==> config.mk <==
export PLATFORM = sky130hd
export DESIGN_NAME = exec_dispatch
export DESIGN_NICKNAME = d
export VERILOG_FILES = /design/src/rtl/exec_dispatch.sv
export SDC_FILE = /design/constraint.sdc
export NUM_CORES = 1
export LEC_CHECK = 0
export CAP_MARGIN = 5
export CORE_AREA = 2 2 151 153
export CTS_BUF_LIST = sky130_fd_sc_hd__clkbuf_8
export CTS_CLUSTER_DIAMETER = 40
export DETAILED_ROUTE_END_ITERATION = 10
export DIE_AREA = 0 0 153 155
export DONT_BUFFER_PORTS = 1
export SLEW_MARGIN = 5
export SYNTH_ARGS = -nofsm -noshare
export SYNTH_HDL_FRONTEND = slang
export SYNTH_SLANG_ARGS = --single-unit
==> constraint.sdc <==
create_clock -name clk -period 4.05 [get_ports clk]
set_input_delay 0.6075 -clock clk [delete_from_list [all_inputs] [get_ports clk]]
set_output_delay 0.6075 -clock clk [all_outputs]
set_load 0.05 [all_outputs]
==> src/rtl/exec_dispatch.sv <==
// In-order dispatch/completion for NUM_UNITS functional units with up to DEPTH
// instructions in flight; a tag FIFO keeps retirement in issue order.
module exec_dispatch #(
  parameter int NUM_UNITS = 4,
  parameter int DEPTH     = 2,
  parameter int XLEN      = 64
) (
  input  logic                          clk,
  input  logic                          rst,
  input  logic                          prev_stalled,
  output logic                          stall_prev,
  input  logic                          flush,
  input  logic [NUM_UNITS-1:0]          in_unit_sel,
  input  logic                          in_is_reg_write,
  input  logic [4:0]                    in_rd,
  input  logic                          in_exception,
  input  logic [3:0]                    in_trap_cause,
  output logic [NUM_UNITS-1:0]          unit_issue,
  input  logic [NUM_UNITS-1:0]          unit_done,
  input  logic [NUM_UNITS*XLEN-1:0]     unit_result,
  input  logic [NUM_UNITS-1:0]          unit_exception,
  input  logic [NUM_UNITS*4-1:0]        unit_trap_cause,
  output logic [NUM_UNITS-1:0]          unit_ack,
  output logic                          stall_next,
  output logic                          out_exception,
  output logic [3:0]                    out_trap_cause,
  output logic                          out_is_reg_write,
  output logic [4:0]                    out_reg_write_sel,
  output logic [XLEN-1:0]               out_result,
  output logic [$clog2(DEPTH+1)-1:0]    inflight_count
);

  localparam int UIW = (NUM_UNITS > 1) ? $clog2(NUM_UNITS) : 1;
  localparam int PW  = (DEPTH > 1) ? $clog2(DEPTH) : 1;
  localparam int CW  = $clog2(DEPTH + 1);

  // Tag FIFO storage; contents are only meaningful between the pointers.
  logic [UIW-1:0] fifo_unit_reg  [DEPTH];
  logic [4:0]     fifo_rd_reg    [DEPTH];
  logic           fifo_wr_reg    [DEPTH];
  logic           fifo_exc_reg   [DEPTH];
  logic [3:0]     fifo_cause_reg [DEPTH];

  logic [PW-1:0] wr_ptr_reg, wr_ptr_next;
  logic [PW-1:0] rd_ptr_reg, rd_ptr_next;
  logic [CW-1:0] count_reg, count_next;

  logic            out_valid_reg, out_valid_next;
  logic            out_exc_reg, out_exc_next;
  logic [3:0]      out_cause_reg, out_cause_next;
  logic            out_wr_reg, out_wr_next;
  logic [4:0]      out_sel_reg, out_sel_next;
  logic [XLEN-1:0] out_result_reg, out_result_next;

  logic           accept;
  logic           retire;
  logic [UIW-1:0] in_unit_idx;

  logic [UIW-1:0] head_unit;
  logic [4:0]     head_rd;
  logic           head_wr;
  logic           head_exc;
  logic [3:0]     head_cause;

  logic [NUM_UNITS-1:0] head_hit;
  logic                 head_done;
  logic                 head_unit_exc;
  logic [3:0]           head_unit_cause;
  logic [XLEN-1:0]      head_unit_result;

  assign stall_prev = (count_reg == CW'(DEPTH));
  assign accept     = !prev_stalled && !stall_prev && !flush;

  assign head_unit  = fifo_unit_reg[rd_ptr_reg];
  assign head_rd    = fifo_rd_reg[rd_ptr_reg];
  assign head_wr    = fifo_wr_reg[rd_ptr_reg];
  assign head_exc   = fifo_exc_reg[rd_ptr_reg];
  assign head_cause = fifo_cause_reg[rd_ptr_reg];

  always_comb begin
    in_unit_idx = '0;
    for (int i = 0; i < NUM_UNITS; i++) begin
      if (in_unit_sel[i]) in_unit_idx = UIW'(i);
    end
  end

  genvar gi;
  generate
    for (gi = 0; gi < NUM_UNITS; gi++) begin : g_unit
      assign head_hit[gi]   = (head_unit == UIW'(gi));
      assign unit_issue[gi] = accept && in_unit_sel[gi] && !in_exception;
      // Decode-exception entries never touched a unit, so they are never acked.
      assign unit_ack[gi]   = retire && !head_exc && head_hit[gi];
    end
  endgenerate

  always_comb begin
    head_unit_exc    = 1'b0;
    head_unit_cause  = '0;
    head_unit_result = '0;
    for (int i = 0; i < NUM_UNITS; i++) begin
      if (head_hit[i]) begin
        head_unit_exc    = unit_exception[i];
        head_unit_cause  = unit_trap_cause[i*4 +: 4];
        head_unit_result = unit_result[i*XLEN +: XLEN];
      end
    end
  end

  assign head_done = |(unit_done & head_hit);
  assign retire    = (count_reg != '0) && !flush && (head_exc || head_done);

  always_comb begin
    wr_ptr_next = wr_ptr_reg;
    rd_ptr_next = rd_ptr_reg;
    count_next  = count_reg;
    if (flush) begin
      wr_ptr_next = '0;
      rd_ptr_next = '0;
      count_next  = '0;
    end else begin
      if (accept) wr_ptr_next = (wr_ptr_reg == PW'(DEPTH - 1)) ? '0 : wr_ptr_reg + PW'(1);
      if (retire) rd_ptr_next = (rd_ptr_reg == PW'(DEPTH - 1)) ? '0 : rd_ptr_reg + PW'(1);
      case ({accept, retire})
        2'b10:   count_next = count_reg + CW'(1);
        2'b01:   count_next = count_reg - CW'(1);
        default: count_next = count_reg;
      endcase
    end
  end

  always_comb begin
    out_valid_next  = retire;
    out_exc_next    = out_exc_reg;
    out_cause_next  = out_cause_reg;
    out_wr_next     = out_wr_reg;
    out_sel_next    = out_sel_reg;
    out_result_next = out_result_reg;
    if (retire) begin
      out_exc_next    = head_exc || head_unit_exc;
      out_cause_next  = head_exc ? head_cause : head_unit_cause;
      out_result_next = head_exc ? '0 : head_unit_result;
      // Writes to x0 and trapping instructions never reach the register file.
      out_wr_next     = head_wr && (head_rd != 5'd0) && !(head_exc || head_unit_exc);
      out_sel_next    = out_wr_next ? head_rd : 5'd0;
    end
  end

  always_ff @(posedge clk) begin
    if (rst) begin
      wr_ptr_reg     <= '0;
      rd_ptr_reg     <= '0;
      count_reg      <= '0;
      out_valid_reg  <= 1'b0;
      out_exc_reg    <= 1'b0;
      out_cause_reg  <= '0;
      out_wr_reg     <= 1'b0;
      out_sel_reg    <= '0;
      out_result_reg <= '0;
    end else begin
      wr_ptr_reg     <= wr_ptr_next;
      rd_ptr_reg     <= rd_ptr_next;
      count_reg      <= count_next;
      out_valid_reg  <= out_valid_next;
      out_exc_reg    <= out_exc_next;
      out_cause_reg  <= out_cause_next;
      out_wr_reg     <= out_wr_next;
      out_sel_reg    <= out_sel_next;
      out_result_reg <= out_result_next;
    end
  end

  always_ff @(posedge clk) begin
    if (accept) begin
      fifo_unit_reg[wr_ptr_reg]  <= in_unit_idx;
      fifo_rd_reg[wr_ptr_reg]    <= in_rd;
      fifo_wr_reg[wr_ptr_reg]    <= in_is_reg_write;
      fifo_exc_reg[wr_ptr_reg]   <= in_exception;
      fifo_cause_reg[wr_ptr_reg] <= in_trap_cause;
    end
  end

  always_ff @(posedge clk) begin
    if (!rst && accept && !in_exception) assert ($onehot(in_unit_sel));
  end

  assign stall_next        = !out_valid_reg;
  assign out_exception     = out_exc_reg;
  assign out_trap_cause    = out_cause_reg;
  assign out_is_reg_write  = out_wr_reg;
  assign out_reg_write_sel = out_sel_reg;
  assign out_result        = out_result_reg;
  assign inflight_count    = count_reg;

endmodule

==> results of run 1 <==
power breakdown:
part	switching, mW	leakage [nW]	internal, mW	total, mW
logic	0.117	0.981	0.134	0.251
clock network	0.400	0.0992	0.292	0.692
registers	0.0373	0.891	1.11	1.15
layout make-up:
type                    instances  area, um2  share of cell area
diodes                          4       10.0             0.00166
clock buffers                   9        124              0.0205
clock inverters                 7       77.6              0.0129
inverters                       5       18.8             0.00311
multi-input cells             247       2930               0.485
flip-flops and latches        107       2400               0.398
well taps                     285        357              0.0591
repair buffers                 11        120              0.0199
stage by stage:
| step | area, um2 | util | power, mW |
|---|---|---|---|
| final | 6040 | 0.272 | 2.09 |
| after global routing | 6030 | 0.271 | 2.17 |
| after CTS | 6030 | 0.271 | 2.12 |
| after detailed placement | 5820 | 0.262 | 1.42 |
| after global placement | 5820 | 0.262 | 1.42 |
| after floorplan | 5520 | - | 1.38 |
metal layers:
| layer | part of all wire | wire length [um] | vias to the layer above |
|---|---|---|---|
| met2 | 0.52 | 10100 | 257 |
| met4 | 0.015 | 296 | 4 |
| met5 | 0.0014 | 27 | - |
| met1 | 0.36 | 7130 | 1982 |
| met3 | 0.099 | 1940 | 22 |
| li1 | - | - | 1597 |
layout by cell type (no fill, tap or decap), types with 3 or more instances in the layout:
cell type	n
sky130_fd_sc_hd__mux2i_1	10
sky130_fd_sc_hd__a21oi_1	3
sky130_fd_sc_hd__a31oi_1	5
sky130_fd_sc_hd__or3_1	3
sky130_fd_sc_hd__inv_1	6
sky130_fd_sc_hd__dfxtp_1	81
sky130_fd_sc_hd__mux2_2	9
sky130_fd_sc_hd__mux4_2	65
sky130_fd_sc_hd__buf_12	3
sky130_fd_sc_hd__nand3_1	5
sky130_fd_sc_hd__nor2b_1	3
sky130_fd_sc_hd__buf_4	8
sky130_fd_sc_hd__a22o_1	69
sky130_fd_sc_hd__o22a_1	3
sky130_fd_sc_hd__edfxtp_1	26
sky130_fd_sc_hd__diode_2	4
sky130_fd_sc_hd__clkbuf_8	9
sky130_fd_sc_hd__and2_1	4
sky130_fd_sc_hd__nor2_1	12
sky130_fd_sc_hd__nand2_1	13
sky130_fd_sc_hd__nor3_1	6
final timing paths:
check / startpoint / end / cells past startpoint
hold / removal: in_is_reg_write / fifo_wr_reg[1]$_DFFE_PP_ / 0
setup reg to reg: flop / inflight_count[1]$_SDFFE_PP0P_ / 8
setup / recovery: flop / unit_ack[3] / 6
hold reg to reg: rd_ptr_reg$_SDFFE_PP0P_ / rd_ptr_reg$_SDFFE_PP0P_ / 2
cell families (layout without fill, tap and decap cells):
| kind of cell | count (synthesis) | in the layout |
|---|---|---|
| other cells | 0 | 4 |
| buf+inv | 41 | 32 |
| compound gates | 97 | 97 |
| mux | 86 | 86 |
| fa+ha+maj | 1 | 1 |
| xor+xnor | 3 | 3 |
| flops | 107 | 107 |
| simple gates | 60 | 60 |
worst reg2reg max path: stages (launching register included):
cell and delay [ns]:
sky130_fd_sc_hd__dfxtp_1 0.66, sky130_fd_sc_hd__buf_4 0.34, sky130_fd_sc_hd__nand2_1 0.13, sky130_fd_sc_hd__o22ai_1 0.28, sky130_fd_sc_hd__a2111oi_4 0.18, sky130_fd_sc_hd__a21boi_1 0.75, sky130_fd_sc_hd__ha_1 0.40, sky130_fd_sc_hd__or3_1 0.39
sky130_fd_sc_hd__a21oi_1 0.15
==> parameters.txt, run 1 <==
Parameter                              Value

Outcome
  Result of the run ... complete, no violations

Yosys
  Share of the yosys chip area belonging to registers ... 0.435
  Top post-synthesis cells by area ... sky130_fd_sc_hd__dfxtp_1, sky130_fd_sc_hd__mux4_2, sky130_fd_sc_hd__edfxtp_1, sky130_fd_sc_hd__a22o_1, sky130_fd_sc_hd__mux2i_1
  Number of enable flip-flop cells after synthesis ... 26
  Leading post-synthesis cells by instance count ... sky130_fd_sc_hd__dfxtp_1, sky130_fd_sc_hd__a22o_1, sky130_fd_sc_hd__mux4_2
  Warnings, synthesis ... 0
  Multiplexer fraction of the synthesized cell area ... 0.306
  Post-synth net total ... 695
  Post-Synthesis Mean Instance Area ... 14.0 um2
  Area share of xor/xnor cells in the synthesized design ... 0.00476
  Async set-reset flop share out of synthesis ... 0
  Synth Area in Compound Gates ... 0.152
  Combinational family with the most area after synthesis ... multiplexers
  Summed instance area of the synthesized netlist ... 5520 um2
  Seq cells post-synth ... 107
  Synth top area share ... 0.294
  Top_reg_cell synth ... sky130_fd_sc_hd__dfxtp_1
  Cell variety after synth ... 46
  Yosys top cell by area ... sky130_fd_sc_hd__dfxtp_1
  Post-synthesis adder-cell area fraction ... 0.00227
  Most numerous cell in the Yosys netlist ... sky130_fd_sc_hd__dfxtp_1
  Cells after Synth ... 395
  Simple-gate share of the synthesized area ... 0.0559

Cells and area
  Synth-to-layout area growth ... 9.26%
  Final Non-Filler Cells ... 675
  Layout Nets ... 681
  Fraction of final layout cells sized beyond drive strength 1 ... 0.282
  Max reg flops ... 64
  Fill cell count ... 2248

Power and ir drop
  Power Dens Cells ... 346 nW/um2
  Total leakage power ... 1.97 nW
  Worst supply voltage drop on vdd ... 0.158 mV

Detailed routing
  Number of DRC markers in iteration 0 ... 333
  Wirelength per Cell ... 28.9 um
  Routed Wire Length ... 19500 um
  Average via count per standard cell ... 5.72
  Post-route antenna net violation count ... 0
  # DRC ... 0
  1st-pass router iterations ... 5
  Vias after detailed routing ... 3862

CTS
  Quantity of gates resized following cts ... 0
  Quantity of hold-fixing buffers added after cts ... 0
  Postcts setup bufs ... 0
  Source-to-sink clock delay at the later pin of the worst-skew pair ... 0.39 ns
  Total CTS buffers ... 9
  TritonCTS clock tree ... done
  Buffer levels on the longest clock path ... 2
  CTS Root Buffer Type ... sky130_fd_sc_hd__clkbuf_8
  # clock sinks ... 107
  Clk slew on worst S/H paths ... 0.11 ns
  H-tree lvl count ... 3

Global route
  Largest net degree at the start of global routing ... 71
  Busiest grt layer ... met2
  Overflow after GRT ... 0
  Global-route wire length before repair ... 27200 um
  Met1 global-route usage ... 0.181
  Initial antenna violation count ... 3
  GRT met2 Usage ... 0.271
  Combined global-route utilization of all metal layers ... 0.156
  Number of global-route vias before repair ... 3867
  M3 GR Usage ... 0.0565

Setup path
  Register-to-Register Setup Slack ... 0.70 ns
  Class of the most critical setup path ... reg2out
  Cell with the largest stage delay on the worst path ... sky130_fd_sc_hd__dfxtp_1
  Critical Path Start Type ... flop
  Critical path's largest stage delay ... 0.66 ns
  Critical-path maximum fanout ... 15
  Required time of the critical path ... 3.44 ns
  Delay-heaviest family, CP ... compound AO/OA/AOI/OAI gates
  Ordered list of cells on the worst path ... nor2b_1 -> a31o_1 -> a2111oi_4 -> nand3b_1 -> nor2_1 -> buf_4
  Arrival time of the worst setup path ... 2.80 ns
  Critical Path End Type ... primary output
  CP bufs+invs ... 1

Floorplanning
  Total Die Area ... 23700 um2
  Row count ... 55
  I/O pin total ... 386
  Starting density of the core ... 0.249
  Core area ... 22200 um2
  Horizontal extent of the die ... 153 um
  Vertical extent of the die ... 155 um

Place
  Placer Congestion ... 0.816
  Placed wire-length estimate after detailed placement ... 15900 um
  Port Buf Inserts ... 0
  Placed Cells ... 655
  Worst slack at placement ... 0.779 ns

STA
  Total Neg Setup Slack ... 0 ns
  Slew Limit Fails ... 0
  Max-slew headroom at the worst pin ... 0.295
  Maximum achievable frequency ... 294 MHz
  Clock skew ... 0.0197 ns
  Slew at the pin closest to its max-slew limit ... 1.05 ns
  Count of endpoints failing setup in the final report ... 0
  Unrepaired setup endpoints after global routing ... false
  Final hold vios ... 0
  Hold_ws ... 0.309 ns
  Final worst path period need ... 3.40 ns
  Final clock period utilization by the worst path ... 0.840
  Final worst slack ... 0.646 ns

Job
  Number of maximum-capacitance constraint violations ... 0

Min path
  HP Class ... in2reg
Note: power is estimated with default switching activity, not from simulation.
==> run 2: changes to the inputs <==
==> constraint.sdc (replaced) <==
create_clock -name clk -period 3.04 [get_ports clk]
set_input_delay 0.456 -clock clk [delete_from_list [all_inputs] [get_ports clk]]
set_output_delay 0.456 -clock clk [all_outputs]
set_load 0.05 [all_outputs]
==> run 2 against run 1 <==
  * Total power up 37%
  * Combinational power up 34%
  * Clock skew is 0.0017 ns lower
  * First-iteration DRC count decreased by 9.6%
  * Critical path depth unchanged
  * Hold slack got worse by 0.15 ns
  * Register-to-register slack worse by 0.19 ns
  * Wire length is 1.6% lower
  * Sequential share of layout area is 0.71 points lower
  * Clock power up 44%
  * Final cell count rose by 2.5%
  * Flip-flop and latch count is the same
  * Largest cell class unchanged
  * Largest power group unchanged
==> parameters.txt, run 2 (synthesis results as in run 1) <==
Parameter                              Value

Outcome
  Result of the run ... complete, no violations

STA
  Total Neg Setup Slack ... 0 ns (unchanged)
  Final clock period utilization by the worst path ... 0.952
  Clock skew ... 0.0180 ns (-0.00173 ns)
  Slew Limit Fails ... 0 (unchanged)
  Final hold vios ... 0 (unchanged)
  Maximum achievable frequency ... 346 MHz
  Slew at the pin closest to its max-slew limit ... 0.678 ns (-0.376 ns)
  Final worst path period need ... 2.89 ns
  Unrepaired setup endpoints after global routing ... false
  Hold_ws ... 0.162 ns (-0.148 ns)
  Count of endpoints failing setup in the final report ... 0 (unchanged)
  Max-slew headroom at the worst pin ... 0.547 (+0.253)

Setup path
  Critical-path maximum fanout ... 9 (-6)
  Class of the most critical setup path ... reg2out
  Register-to-Register Setup Slack ... 0.51 ns (-0.19 ns)
  Capture point of the worst reg-to-reg path ... inflight_count[1]$_SDFFE_PP0P_
  Arrival time of the worst setup path ... 2.44 ns (-0.36 ns)
  Critical Path End Type ... primary output
  RR Startpoint ... fifo_unit_reg[1][0]$_DFFE_PP_
  Worst Reg2Reg Path Length in Cells ... 7 (-1)
  Critical Path Start Type ... flop
  Required time of the critical path ... 2.58 ns (-0.86 ns)

Detailed routing
  Vias after detailed routing ... 3864 (+0.052%)
  Number of DRC markers in iteration 0 ... 301 (-9.6%)
  # DRC ... 0 (unchanged)
  Wirelength per Cell ... 27.8 um (-4.1%)
  1st-pass router iterations ... 6 (+1)
  Post-route antenna net violation count ... 0 (unchanged)
  Average via count per standard cell ... 5.58 (-2.4%)
  Routed Wire Length ... 19200 um (-1.6%)

CTS
  # clock sinks ... 107 (unchanged)
  Quantity of hold-fixing buffers added after cts ... 0 (unchanged)
  Total CTS buffers ... 9 (unchanged)
  Source-to-sink clock delay at the later pin of the worst-skew pair ... 0.39 ns (about the same)
  Clk slew on worst S/H paths ... 0.10 ns (about the same)
  CTS Root Buffer Type ... sky130_fd_sc_hd__clkbuf_8
  H-tree lvl count ... 3 (unchanged)
  TritonCTS clock tree ... done
  Buffer levels on the longest clock path ... 2 (unchanged)

Job
  Number of maximum-capacitance constraint violations ... 0 (unchanged)

Global route
  Global-route wire length before repair ... 26700 um (-1.9%)
  Combined global-route utilization of all metal layers ... 0.153 (-0.00396)
  Largest net degree at the start of global routing ... 65 (-8.5%)
  Initial antenna violation count ... 11 (+8)
  Number of global-route vias before repair ... 4010 (+3.7%)
  Overflow after GRT ... 0 (unchanged)

Floorplanning
  Vertical extent of the die ... 155 um (unchanged)
  Starting density of the core ... 0.249 (unchanged)
  I/O pin total ... 386 (unchanged)
  Total Die Area ... 23700 um2 (unchanged)
  Horizontal extent of the die ... 153 um (unchanged)
  Core area ... 22200 um2 (unchanged)
  Row count ... 55 (unchanged)

Place
  Placed wire-length estimate after detailed placement ... 15700 um (-1.7%)
  Port Buf Inserts ... 0 (unchanged)
  Placer Congestion ... 0.856 (+4.9%)

Power and ir drop
  Worst supply voltage drop on vdd ... 0.254 mV (+61%)
  Power Total ... 2.86 mW (+37%)
  Power Dens Cells ... 465 nW/um2 (+34%)
  Total leakage power ... 2.04 nW (+3.3%)

Min path
  Worst hold path endpoint ... fifo_cause_reg[1][2]$_DFFE_PP_
  HP Class ... in2reg
  Hold path depth ... 0 (unchanged)
  Source of the worst hold timing path ... in_trap_cause[2]

Cells and area
  Fraction of final layout cells sized beyond drive strength 1 ... 0.310 (+0.0274)
  Core utilization of the finished layout ... 0.277 (+0.00507)
  Most frequent standard cell in the layout excluding fill and tap cells ... sky130_fd_sc_hd__dfxtp_1
  Synth-to-layout area growth ... 11.3%
  Commonest non-fill, non-tap cells in the layout ... sky130_fd_sc_hd__dfxtp_1, sky130_fd_sc_hd__a22o_1, sky130_fd_sc_hd__mux4_2
  Fill cell count ... 2266 (+0.80%)
  Max reg flops ... 64 (unchanged)
  Layout Nets ... 692 (+1.6%)
[run 2: cell count changes in the layout (fill, tap and decap cells not counted), sizes merged]
cell and change:
clkinvlp -1, buf +11, bufinv +1, diode +6, inv -1, clkinv +1
[run 2: repair_timing]
action,in CTS,in global routing
setup endpoints to repair,0,4
hold endpoints to repair,0,0
buffers inserted,0,0
resized for setup,0,1
[run 2: worst max path at each step]
stage | start | to | slack, ns | cells past startpoint
2_1_floorplan | inflight_count[0]$_SDFFE_PP0P_ | unit_ack[0] | 0.22 | 4
3_3_place_gp | flop | inflight_count[1]$_SDFFE_PP0P_ | 0.58 | 7
3_5_place_dp | flop | inflight_count[1]$_SDFFE_PP0P_ | 0.48 | 7
4_1_cts | flop | unit_ack[3] | 0.07 | 6
5_1_grt | fifo_unit_reg[1][0]$_DFFE_PP_ | unit_ack[2] | 0.01 | 6
6_report | fifo_unit_reg[1][0]$_DFFE_PP_ | unit_ack[3] | 0.15 | 6
[run 2: critical path, stage by stage (launching register included)]
cell and delay [ns]:
sky130_fd_sc_hd__edfxtp_1 0.55, sky130_fd_sc_hd__and4b_1 0.28, sky130_fd_sc_hd__a31o_1 0.21, sky130_fd_sc_hd__a2111oi_4 0.39
sky130_fd_sc_hd__nand3b_1 0.33, sky130_fd_sc_hd__nor2_1 0.09, sky130_fd_sc_hd__buf_4 0.21
[run 2: final cells by class]
cell class	instances	area [um2]	share of cell area
multi-input cells	247	2930	0.477
diodes	10	25.0	0.00407
flip-flops and latches	107	2400	0.391
clock inverters	7	98.8	0.0161
repair buffers	22	190	0.0309
inverters	5	18.8	0.00305
well taps	285	357	0.0580
clock buffers	9	124	0.0201
[run 2: metrics by stage]
stage               cells  worst slack (ns)  instance area (um2)
finish                692             0.146                 6150
global route          692            0.0126                 6150
global placement      666             0.583                 5900
detailed placement    666             0.481                 5900
floorplan             395             0.225                 5530
CTS                   682            0.0737                 6120
[run 2: power by group]
group / internal, mW / switching, mW / total [mW] / leakage [nW]
combinational: 0.181 / 0.155 / 0.337 / 1.03
clock: 0.470 / 0.528 / 0.998 / 0.110
sequential: 1.48 / 0.0471 / 1.52 / 0.891
[run 2: metal layers]
layer / track usage / up-vias / routed length [um] / share of wire
met5: 0 / - / 15 / 0.00078
met4: 0.0794 / 2 / 349 / 0.018
met3: 0.0646 / 25 / 1820 / 0.095
met2: 0.260 / 256 / 10100 / 0.53
met1: 0.162 / 1951 / 6930 / 0.36
li1: - / 1630 / - / -
==> run 3: changes to the inputs <==
--- a/config.mk
+++ b/config.mk
@@ -6,12 +6,11 @@
 export NUM_CORES = 1
 export LEC_CHECK = 0
 export CAP_MARGIN = 5
-export CORE_AREA = 2 2 151 153
+export CORE_AREA = 2 2 149 151
 export CTS_BUF_LIST = sky130_fd_sc_hd__clkbuf_8
 export CTS_CLUSTER_DIAMETER = 40
 export DETAILED_ROUTE_END_ITERATION = 10
-export DIE_AREA = 0 0 153 155
-export DONT_BUFFER_PORTS = 1
+export DIE_AREA = 0 0 151 153
 export SLEW_MARGIN = 5
 export SYNTH_ARGS = -nofsm -noshare
 export SYNTH_HDL_FRONTEND = slang
==> run 3 against run 2 <==
  * Sequential share of layout area decreased by 15 points
  * Design area increased by 61%
  * Worst setup slack improved by 0.011 ns
  * Utilization increased by 19 points
  * Wire length increased by 19%
  * Critical path type unchanged
  * Largest power group unchanged
  * Highest routed layer unchanged
==> parameters.txt, run 3 (synthesis results as in run 1) <==
Parameter                              Value

Detailed routing
  Routed Wire Length ... 22900 um (+19%)
  Wirelength per Cell ... 21.7 um (-22%)
  1st-pass router iterations ... 4 (-2)
  Vias after detailed routing ... 5085 (+32%)
  Average via count per standard cell ... 4.80 (-14%)
  Number of DRC markers in iteration 0 ... 197 (-35%)
  Post-route antenna net violation count ... 0 (unchanged)
  # DRC ... 0 (unchanged)

Setup path
  Register-to-Register Setup Slack ... 0.62 ns (+0.11 ns)
  Critical Path Start Type ... flop
  Required time of the critical path ... 2.58 ns (about the same)
  RR Startpoint ... fifo_unit_reg[1][1]$_DFFE_PP_
  Worst Reg2Reg Path Length in Cells ... 7 (unchanged)
  Capture point of the worst reg-to-reg path ... inflight_count[1]$_SDFFE_PP0P_
  Launch point of the critical path ... fifo_unit_reg[1][1]$_DFFE_PP_
  Arrival time of the worst setup path ... 2.43 ns (about the same)
  Critical-path maximum fanout ... 7 (-2)
  Endpoint of the worst setup timing path ... unit_ack[1]
  Class of the most critical setup path ... reg2out
  Critical Path End Type ... primary output

Power and ir drop
  Total leakage power ... 3.48 nW (+71%)
  Worst supply voltage drop on vdd ... 0.183 mV (-28%)
  Power Total ... 3.14 mW (+9.9%)
  Power Dens Cells ... 317 nW/um2 (-32%)

STA
  Final worst slack ... 0.157 ns (+0.0109 ns)
  Final worst path period need ... 2.88 ns (-0.0109 ns)
  Slew at the pin closest to its max-slew limit ... 0.647 ns (-0.0310 ns)
  Final clock period utilization by the worst path ... 0.948 (-0.00360)
  Maximum achievable frequency ... 347 MHz (+0.38%)
  Slew Limit Fails ... 0 (unchanged)
  Hold_ws ... 0.487 ns (+0.325 ns)
  Max-slew headroom at the worst pin ... 0.567 (+0.0199)
  Clock skew ... 0.0110 ns (-0.00705 ns)
  Final hold vios ... 0 (unchanged)
  Count of endpoints failing setup in the final report ... 0 (unchanged)

Cells and area
  Most frequent standard cell in the layout excluding fill and tap cells ... sky130_fd_sc_hd__clkdlybuf4s50_1
  Fraction of final layout cells sized beyond drive strength 1 ... 0.159 (-0.151)
  Core utilization of the finished layout ... 0.462 (+0.185)
  Area used by sequential logic in the layout ... 2400 um2 (unchanged)
  Max reg flops ... 64 (unchanged)
  Commonest non-fill, non-tap cells in the layout ... sky130_fd_sc_hd__clkdlybuf4s50_1, sky130_fd_sc_hd__dfxtp_1, sky130_fd_sc_hd__a22o_1
  Fill cell count ... 1947 (-14%)
  Area of the multi-input gates ... 2920 um2 (-0.34%)
  Summed area of non-filler cells in the final layout ... 9930 um2 (+61%)
  Layout Nets ... 1071 (+55%)
  Synth-to-layout area growth ... 79.7%

Floorplanning
  Vertical extent of the die ... 153 um (-1.3%)
  Horizontal extent of the die ... 151 um (-1.3%)
  Row count ... 54 (-1.8%)
  Core area ... 21500 um2 (-3.3%)
  Starting density of the core ... 0.257 (+0.00858)
  I/O pin total ... 386 (unchanged)
  Total Die Area ... 23100 um2 (-2.6%)

Global route
  Initial antenna violation count ... 4 (-7)
  Overflow after GRT ... 0 (unchanged)
  M3 GR Usage ... 0.0579 (-0.00671)
  Global-route wire length before repair ... 33500 um (+26%)
  Combined global-route utilization of all metal layers ... 0.194 (+0.0416)
  Met1 global-route usage ... 0.228 (+0.0659)
  Largest net degree at the start of global routing ... 71 (+9.2%)
  GRT met2 Usage ... 0.337 (+0.0776)
  Busiest grt layer ... met2
  Number of global-route vias before repair ... 5470 (+36%)

Place
  Placer Congestion ... 0.854 (-0.23%)
  Area post-placement ... 9720 um2 (+65%)
  Placed wire-length estimate after detailed placement ... 18400 um (+18%)
  Port Buf Inserts ... 385 (+385)
  Worst slack at placement ... 0.176 ns (-0.305 ns)

CTS
  Clk slew on worst S/H paths ... 0.11 ns (about the same)
  H-tree lvl count ... 3 (unchanged)
  Source-to-sink clock delay at the later pin of the worst-skew pair ... 0.39 ns (about the same)
  Total CTS buffers ... 9 (unchanged)
  CTS Root Buffer Type ... sky130_fd_sc_hd__clkbuf_8
  TritonCTS clock tree ... done
  Buffer levels on the longest clock path ... 2 (unchanged)
  # clock sinks ... 107 (unchanged)
  Quantity of hold-fixing buffers added after cts ... 0 (unchanged)

Min path
  Source of the worst hold timing path ... out_trap_cause[0]$_SDFFE_PP0P_
  HP Class ... reg2reg

Job
  Number of maximum-capacitance constraint violations ... 0 (unchanged)

Outcome
  Result of the run ... complete, no violations
run 3: how the worst min path moves through the flow:
stage | endpoint | slack, ns | cells past startpoint
2_1_floorplan | flop | 0.45 | 2
3_3_place_gp | out_trap_cause[1]$_SDFFE_PP0P_ | 0.45 | 2
3_5_place_dp | out_trap_cause[0]$_SDFFE_PP0P_ | 0.45 | 2
4_1_cts | out_trap_cause[0]$_SDFFE_PP0P_ | 0.48 | 2
5_1_grt | out_trap_cause[0]$_SDFFE_PP0P_ | 0.49 | 2
6_report | out_trap_cause[0]$_SDFFE_PP0P_ | 0.49 | 2
run 3: metal layers:
metal  share of wire  wire length [um]
met2            0.51             11700
met1            0.39              8840
met3           0.078              1800
met5         0.00070                16
met4           0.026               601
run 3: final cells by class:
class,instances,share of cell area
sequential,107,0.242
antenna,3,0.000756
clock buffer,9,0.0125
clock inverter,7,0.00592
tap,280,0.0353
timing repair buffer,401,0.407
multi-input combinational,247,0.294
inverter,5,0.00189
run 3: metrics by stage:
stage	cells	TNS, ns
after floorplan	395	0
after global placement	1038	0
after detailed placement	1038	0
after CTS	1055	0
after global routing	1058	-0.00215
final	1059	0
run 3: critical path, cell delays in order (launching register included):
cell and delay, ns:
sky130_fd_sc_hd__edfxtp_1 0.47, sky130_fd_sc_hd__and4b_1 0.23, sky130_fd_sc_hd__a31o_1 0.21, sky130_fd_sc_hd__a2111oi_4 0.41, sky130_fd_sc_hd__buf_4 0.20, sky130_fd_sc_hd__nand3b_1 0.23
sky130_fd_sc_hd__nor3_1 0.08, sky130_fd_sc_hd__buf_4 0.22
run 3: where the power goes:
group	internal [mW]	switching, mW
clock	0.313	0.545
sequential	1.48	0.0114
combinational	0.536	0.260
run 3: what timing repair did:
item	4_1_cts	5_1_grt
endpoints found under the setup margin	1	4
gates resized for setup	0	1
buffers inserted	1	1
